===== src/rtl/imul_pkg.sv =====
// Shared types and constants for the imul multiplier family: FSM state
// encoding and the result-half select values.
package imul_pkg;

  typedef enum logic [1:0] {
    IDLE = 2'd0,
    CALC = 2'd1,
    DONE = 2'd2
  } state_t;

  localparam logic IMUL_MODE_LO = 1'b0;
  localparam logic IMUL_MODE_HI = 1'b1;

endpackage


===== src/rtl/imul_int_mul_param_dpath.sv =====
// Shift-add multiplier datapath: operand shifters, 2*NBITS accumulator and
// result-half select. Zero-detect of the remaining multiplier bits exists
// only when IMUL_EARLY_EXIT_EN is defined.
module imul_int_mul_param_dpath #(
  parameter int NBITS = 32
) (
  input  logic               clk,
  input  logic               reset,
  input  logic [2*NBITS-1:0] istream_msg,
  input  logic               istream_mode,
  input  logic               load,
  input  logic               calc,
  input  logic               add_en,
  output logic               b_lsb,
  output logic               b_rest_zero,
  output logic [NBITS-1:0]   ostream_msg
);

  import imul_pkg::*;

  logic [2*NBITS-1:0] a_reg, a_next, a_init, a_shl;
  logic [NBITS-1:0]   b_reg, b_next, b_init, b_shr;
  logic [2*NBITS-1:0] acc, acc_next, acc_sum;
  logic               mode_reg;

  assign a_init = {{NBITS{1'b0}}, istream_msg[2*NBITS-1:NBITS]};
  assign a_shl  = {a_reg[2*NBITS-2:0], 1'b0};
  assign b_init = istream_msg[NBITS-1:0];
  assign b_shr  = {1'b0, b_reg[NBITS-1:1]};
  // Full-width add; a carry out of the top bit is dropped.
  assign acc_sum = acc + a_reg;

  vc_Mux2 #(.p_nbits(2*NBITS)) a_mux (
    .in0(a_shl), .in1(a_init), .sel(load), .out(a_next)
  );
  vc_EnResetReg #(.p_nbits(2*NBITS)) a_reg_q (
    .clk(clk), .reset(reset), .q(a_reg), .d(a_next), .en(load | calc)
  );

  vc_Mux2 #(.p_nbits(NBITS)) b_mux (
    .in0(b_shr), .in1(b_init), .sel(load), .out(b_next)
  );
  vc_EnResetReg #(.p_nbits(NBITS)) b_reg_q (
    .clk(clk), .reset(reset), .q(b_reg), .d(b_next), .en(load | calc)
  );

  vc_Mux2 #(.p_nbits(2*NBITS)) acc_mux (
    .in0(acc_sum), .in1({2*NBITS{1'b0}}), .sel(load), .out(acc_next)
  );
  vc_EnResetReg #(.p_nbits(2*NBITS)) acc_q (
    .clk(clk), .reset(reset), .q(acc), .d(acc_next), .en(load | add_en)
  );

  vc_EnResetReg #(.p_nbits(1)) mode_q (
    .clk(clk), .reset(reset), .q(mode_reg), .d(istream_mode), .en(load)
  );

  vc_Mux2 #(.p_nbits(NBITS)) out_mux (
    .in0(acc[NBITS-1:0]), .in1(acc[2*NBITS-1:NBITS]),
    .sel(mode_reg == IMUL_MODE_HI), .out(ostream_msg)
  );

  assign b_lsb = b_reg[0];

`ifdef IMUL_EARLY_EXIT_EN
  assign b_rest_zero = ~|b_reg[NBITS-1:1];
`else
  assign b_rest_zero = 1'b0;
`endif

endmodule


===== src/rtl/vc_EnResetReg.sv =====
// Enabled register primitive with synchronous active-high reset to a
// parameterised value.
module vc_EnResetReg #(
  parameter int                 p_nbits       = 1,
  parameter logic [p_nbits-1:0] p_reset_value = '0
) (
  input  logic               clk,
  input  logic               reset,
  output logic [p_nbits-1:0] q,
  input  logic [p_nbits-1:0] d,
  input  logic               en
);

  // NOTE: non-blocking so every register samples pre-edge values together.
  always_ff @(posedge clk) begin
    if (reset)   q <= p_reset_value;
    else if (en) q <= d;
  end

endmodule


===== src/rtl/vc_Mux2.sv =====
// Two-input multiplexer primitive from the vc component library.
module vc_Mux2 #(
  parameter int p_nbits = 1
) (
  input  logic [p_nbits-1:0] in0,
  input  logic [p_nbits-1:0] in1,
  input  logic               sel,
  output logic [p_nbits-1:0] out
);

  assign out = sel ? in1 : in0;

endmodule


===== src/rtl/imul_int_mul_param.sv =====
// Parametrised iterative shift-add multiplier with val/rdy streams: FSM and
// iteration counter. Define IMUL_EARLY_EXIT_EN for data-dependent latency.
module imul_int_mul_param #(
  parameter int NBITS = 32
) (
  input  logic               clk,
  input  logic               reset,
  input  logic               istream_val,
  output logic               istream_rdy,
  input  logic [2*NBITS-1:0] istream_msg,
  input  logic               istream_mode,
  output logic               ostream_val,
  input  logic               ostream_rdy,
  output logic [NBITS-1:0]   ostream_msg
);

  import imul_pkg::*;

  localparam int             CW       = $clog2(NBITS);
  localparam logic [CW-1:0]  CNT_LAST = CW'(NBITS - 1);

  state_t        state, state_next;
  logic [CW-1:0] cnt;
  logic          load, calc, add_en;
  logic          b_lsb, b_rest_zero;

  always_ff @(posedge clk) begin
    if (reset) state <= IDLE;
    else       state <= state_next;
  end

  // The increment past CNT_LAST is never observed: CALC exits on that cycle.
  always_ff @(posedge clk) begin
    if (reset)     cnt <= '0;
    else if (load) cnt <= '0;
    else if (calc) cnt <= cnt + 1'b1;
  end

  always_comb begin
    // NOTE: defaults first so no branch leaves a signal unassigned (no latch).
    state_next  = state;
    istream_rdy = 1'b0;
    ostream_val = 1'b0;
    load        = 1'b0;
    calc        = 1'b0;
    case (state)
      IDLE: begin
        istream_rdy = 1'b1;
        if (istream_val) begin
          load       = 1'b1;
          state_next = CALC;
        end
      end
      CALC: begin
        calc = 1'b1;
        if (cnt == CNT_LAST || b_rest_zero) state_next = DONE;
      end
      DONE: begin
        ostream_val = 1'b1;
        if (ostream_rdy) state_next = IDLE;
      end
      default: state_next = IDLE;
    endcase
  end

  assign add_en = calc & b_lsb;

  imul_int_mul_param_dpath #(.NBITS(NBITS)) dpath (
    .clk          (clk),
    .reset        (reset),
    .istream_msg  (istream_msg),
    .istream_mode (istream_mode),
    .load         (load),
    .calc         (calc),
    .add_en       (add_en),
    .b_lsb        (b_lsb),
    .b_rest_zero  (b_rest_zero),
    .ostream_msg  (ostream_msg)
  );

endmodule


===== config.mk =====
export PLATFORM = sky130hd
export DESIGN_NAME = imul_int_mul_param
export DESIGN_NICKNAME = d
export VERILOG_FILES = /design/src/rtl/imul_pkg.sv /design/src/rtl/imul_int_mul_param_dpath.sv /design/src/rtl/vc_EnResetReg.sv /design/src/rtl/vc_Mux2.sv /design/src/rtl/imul_int_mul_param.sv
export SDC_FILE = /design/constraint.sdc
export NUM_CORES = 1
export LEC_CHECK = 0
export ABC_AREA = 1
export BUFFER_PORTS_ARGS = -buffer_cell sky130_fd_sc_hd__buf_2
export CORE_MARGIN = 2
export CORE_UTILIZATION = 40
export CTS_CLUSTER_DIAMETER = 120
export CTS_CLUSTER_SIZE = 10
export DETAILED_ROUTE_END_ITERATION = 6
export PLACE_DENSITY = 0.55
export RECOVER_POWER = 50
export SYNTH_ARGS = -nofsm -noshare
export SYNTH_HDL_FRONTEND = slang
export SYNTH_SLANG_ARGS = --single-unit

===== constraint.sdc =====
create_clock -name clk -period 5 [get_ports clk]
set_input_delay 1 -clock clk [delete_from_list [all_inputs] [get_ports clk]]
set_output_delay 1 -clock clk [all_outputs]
set_load 0.005 [all_outputs]

# Yosys cells after proc, flatten, opt, wreduce, memory -nomap -nowiden
# Cells that the tools add are included.
# totals
out_inout_bits	34
in_bits	69
ff_bits	168
# op_classes
mux	13
n_eq_ne	6
n_reduce_logical	3
add_sub_neg	2
bitwise_logic	3
# ops
operator	count
64-bit two-way mux	2
64-bit adder	1
32-bit two-way mux	2
2-bit two-way mux	3
2-bit != test, second input constant	3
2-bit one-hot mux with 3 select lines	1
5-bit by 1-bit adder with 5-bit output, second input constant	1
5-bit equality test, second input constant	1
1-bit two-way mux	5
3-bit AND reduction	1
2-bit by 1-bit equality test with 1-bit output, second input constant	1
2-bit equality test, second input constant	1
2-bit logical NOT	1
1-bit bitwise OR	2
2-bit OR reduction	1
1-bit AND	1

# Logic depth before layout (Yosys ltp)
# logic_depth
depth_word	4
ltp_mapped	16
mapped_depth_nobuf	16

# Modules after synthesis
# Synthesis repeated with hierarchy kept, for this count alone.
# hier_totals
cells_unflattened	2978
area_unflattened_um2	15766.4
# modules_own_cells
module	area_each_um2	seq_area_each_um2	cells_per_inst	instances
imul_int_mul_param_dpath	6033.3	0.0	1289	1
vc_EnResetReg at dpath.a_reg_q ...	2666.3	1281.2	405	2
vc_Mux2 at dpath.a_mux ...	844.6	0.0	206	2
vc_EnResetReg at dpath.b_reg_q	1338.8	640.6	203	1
vc_Mux2 at dpath.b_mux ...	491.7	0.0	104	2
imul_int_mul_param	344.1	140.1	49	1
vc_EnResetReg at dpath.mode_q	45.0	20.0	7	1

# Least setup slack after synthesis
# OpenSTA, ideal clock, no wires.
# synth_timing
kind	register to output
start	register dpath.mode_q.q
end	output ostream_msg[10]
slack_ns	2.784
path_buffers	2
required_time_ns	4.000
stages_incl_launch_ff	4
arrival_time_ns	1.216
path_cell_list	dfxtp_1 > clkbuf_1 > clkbuf_1 > mux2_2
# synth_via
elab_chain_len	1
# synth_lines
item	line	text
from (decl)	vc_EnResetReg.sv:9	output logic [p_nbits-1:0] q,
from (signal assigned)	vc_EnResetReg.sv:16	if (reset) q <= p_reset_value;
32-bit two-way mux	vc_Mux2.sv:11	assign out = sel ? in1 : in0;
to (decl)	imul_int_mul_param.sv:14	output logic [NBITS-1:0] ostream_msg
# No other way between the ends.

# Final worst setup path
# layout_timing
start	register state[0]
end	register dpath.a_reg_q.q[22]
# layout_via
elab_chain_len	3
# layout_lines
item	line	text
from (decl)	imul_int_mul_param.sv:22	state_t state, state_next;
from (signal assigned)	imul_int_mul_param.sv:29	else state <= state_next;
2-bit by 1-bit equality test with 1-bit output / 2-bit logical NOT (equally long branches)	imul_int_mul_param.sv:46	case (state)
1-bit two-way mux	imul_int_mul_param.sv:46	
1-bit bitwise OR / 64-bit two-way mux (equally long branches)	imul_int_mul_param_dpath.sv:37, vc_Mux2.sv:11	
to (signal assigned)	vc_EnResetReg.sv:16	
to (decl)	vc_EnResetReg.sv:9	
# Parallel ways exist; a longest one is shown, timed or not.
# A chain may end at the register's enable or synchronous reset.

==> results.tsv <==
stage	metric	value	unit
run_status	status	finished, violations left	
run_status	failed_checks	max-capacitance violations, max-slew violations	
floorplanning	die_area	32400	µm²
timing	rsz0062_at_grt	no	
cts	clk_pin_slew	70	ps
timing	slew_headroom	-0.275	
global_route	grt_pass1_wl	66.6	mm
timing	max_slew.worst_pin.slew	1910	ps
cts	clock_sinks	168	
global_route	grt_use_total	0.263	
timing	timing.fmax	294	MHz
cts	cts.path.max_buffers	2	
finish	final_cell_mix	nand2_1 (927), inv_1 (318), dfxtp_1 (168)	
yosys	avgSynthCellArea	5.85	µm²
global_route	grt_overflow_total	0	
cts	post-cts-setup-buffer-count	0	
timing	tns	0	ps
yosys	yosysUniqueCellTypes	36	
cts	clk_latency	460	ps
place	dpl.hpwl	33.3	mm
power_and_ir_drop	power.density	222	nW/µm²
place	dp_cells	2561	
global_route	grt_pass1_vias	12000	
finish	drive_gt1_frac	0.115	
timing	finalCriticalPeriod	3400	ps
drt	vias_per_cell	4.99	
finish	syn2layout_area_growth	11.1	%
power_and_ir_drop	cellLeakagePower	0.00701	µW
critical_path	start_kind	register	
power_and_ir_drop	ir_worst_vdd	0.252	mV
yosys	seq_area_frac_synth	0.271	
floorplanning	core_area	30600	µm²
drt	drt_first_pass_iters	6	
cts	cts-root-buf	clkbuf_16	
drt	drtIter0Drc	1031	
drt	postRouteAntennaNets	0	
finish	final_util	0.450	
min_path	hold_path.class	register to register	
floorplanning	fp.dieW	180	µm
critical_path	crit_required	5390	ps
timing	setup_viol	0	
finish	nNetsFinal	2319	
critical_path	timing_worst_setup_path_type	register to register	
finish	layout_commonest_cell	nand2_1	
place	port_buffers	102	
global_route	antenna_found_initial	1	
finish	fill_cells	3380	
cts	htree_levels	4	
floorplanning	start_util	0.405	
cts	cts_tree	yes	
yosys	syn-instance-count	2117	
cts	cts_hold_buf	0	
place	place_congestion	0.945	
critical_path	cp_max_fo	83	
global_route	grt_max_degree	87	
critical_path	end_kind	register	
timing	skew	16.4	ps
yosys	yosys_warnings	0	
cts	cts_inserted_buffers	17	
yosys	netlist_area	12400	µm²
timing	hold_violations	0	
critical_path	worstPathArrival	3790	ps
yosys	synth_fp_nets	2252	
drt	drc	0	
floorplanning	io-pin-count	103	
finish	instances_no_fill	2593	
floorplanning	rows	64	
flow_run	drv_cap	1	
timing	drv_slew	84	
drt	num_vias	12900	
yosys	ys_ff_latch	168	
cts	cts_resized	0	
floorplanning	die_h	180	µm
timing	fin_crit_sh	0.680	
drt	drt-total-wl	42.8	mm
drt	wl_per_cell	16.5	µm
finish	diodes	0	
[routing by layer]
metal	wire length [µm]	track usage	vias to the layer above
met5	0	0	-
li1	-	-	6706
met2	18100	0.402	347
met1	20800	0.374	5829
met3	2640	0.0463	55
met4	1230	0.0848	0
[where the power goes]
group | leakage (µW) | switching [µW] | internal, µW | total, µW
combinational | 0.00537 | 201 | 97.2 | 298
clock | 0.000279 | 633 | 712 | 1350
sequential | 0.00136 | 30.0 | 1380 | 1410
[final cells by class]
class                           count  area (µm²)  share of cell area
Multi-Input combinational cell   1561        7530               0.547
Clock inverter                     13         130             0.00945
Clock buffer                       19         443              0.0322
Tap cell                          396         495              0.0360
Inverter                          326        1220              0.0889
Timing Repair Buffer              110         581              0.0422
Sequential cell                   168        3360               0.244
[flip-flops by register name, summed over array words and instances, names as in the netlist]
register / count
dpath.a_reg_q.q: 64
dpath.acc_q.q: 64
dpath.b_reg_q.q: 32
cnt: 5
state: 2
dpath.mode_q.q: 1
[Yosys cell counts, drive strengths merged]
cell type | number | area, µm²
a21o | 1 | 7.51
a21oi | 146 | 731
a31oi | 63 | 394
and2 | 1 | 6.26
and3 | 1 | 6.26
buf | 18 | 101
clkbuf | 44 | 165
clkinv | 1 | 3.75
dfxtp | 168 | 3360
fa | 1 | 20.0
ha | 65 | 813
inv | 325 | 1220
mux2 | 32 | 360
nand2 | 943 | 3580
nand3 | 116 | 601
nand3b | 6 | 45.0
nand4 | 9 | 56.3
nor2 | 118 | 526
nor3 | 15 | 101
nor4 | 3 | 37.5
o21a | 1 | 7.51
o21ai | 10 | 50.1
o21bai | 2 | 15.0
or2 | 25 | 156
xnor2 | 1 | 8.76
xor2 | 2 | 17.5
[final timing paths]
path / slack (ps) / startpoint / cells after the start / endpoint
worst max register to register: 1600 / state[0] / 5 / dpath.a_reg_q.q[22]
worst min register to register: 460 / dpath.b_reg_q.q[31] / 2 / dpath.b_reg_q.q[31]
worst max-delay path: 1600 / state[0] / 5 / dpath.a_reg_q.q[22]
worst min-delay path: 460 / dpath.b_reg_q.q[31] / 2 / dpath.b_reg_q.q[31]
[cell families after synthesis]
family	share of synthesized area
adder cells (fa/ha/maj)	0.0672
buffers and inverters	0.120
flip-flops	0.271
AO/OA/AOI/OAI	0.0972
AND/OR/NAND/NOR	0.413
multiplexers	0.0291
XOR/XNOR	0.00212
[critical path, stage by stage (launching register included)]
cell	delay, ps
dfxtp_1	360
inv_1	50
nor2_1	920
clkbuf_2	1500
nand2_1	200
a31oi_1	240
[stage by stage]
step | hold slack (ps) | power [µW] | setup WS (ps) | instance area, µm²
finish | 464 | 3050 | 1600 | 13800
floorplan | 435 | 1640 | 2780 | 12400
global route | 473 | 3170 | 1150 | 13800
CTS | 466 | 3080 | 2220 | 13800
detailed placement | 455 | 1740 | 2220 | 13200
global placement | 453 | 1740 | 2260 | 13200
No activity file was read; power rests on OpenSTA's default activity.
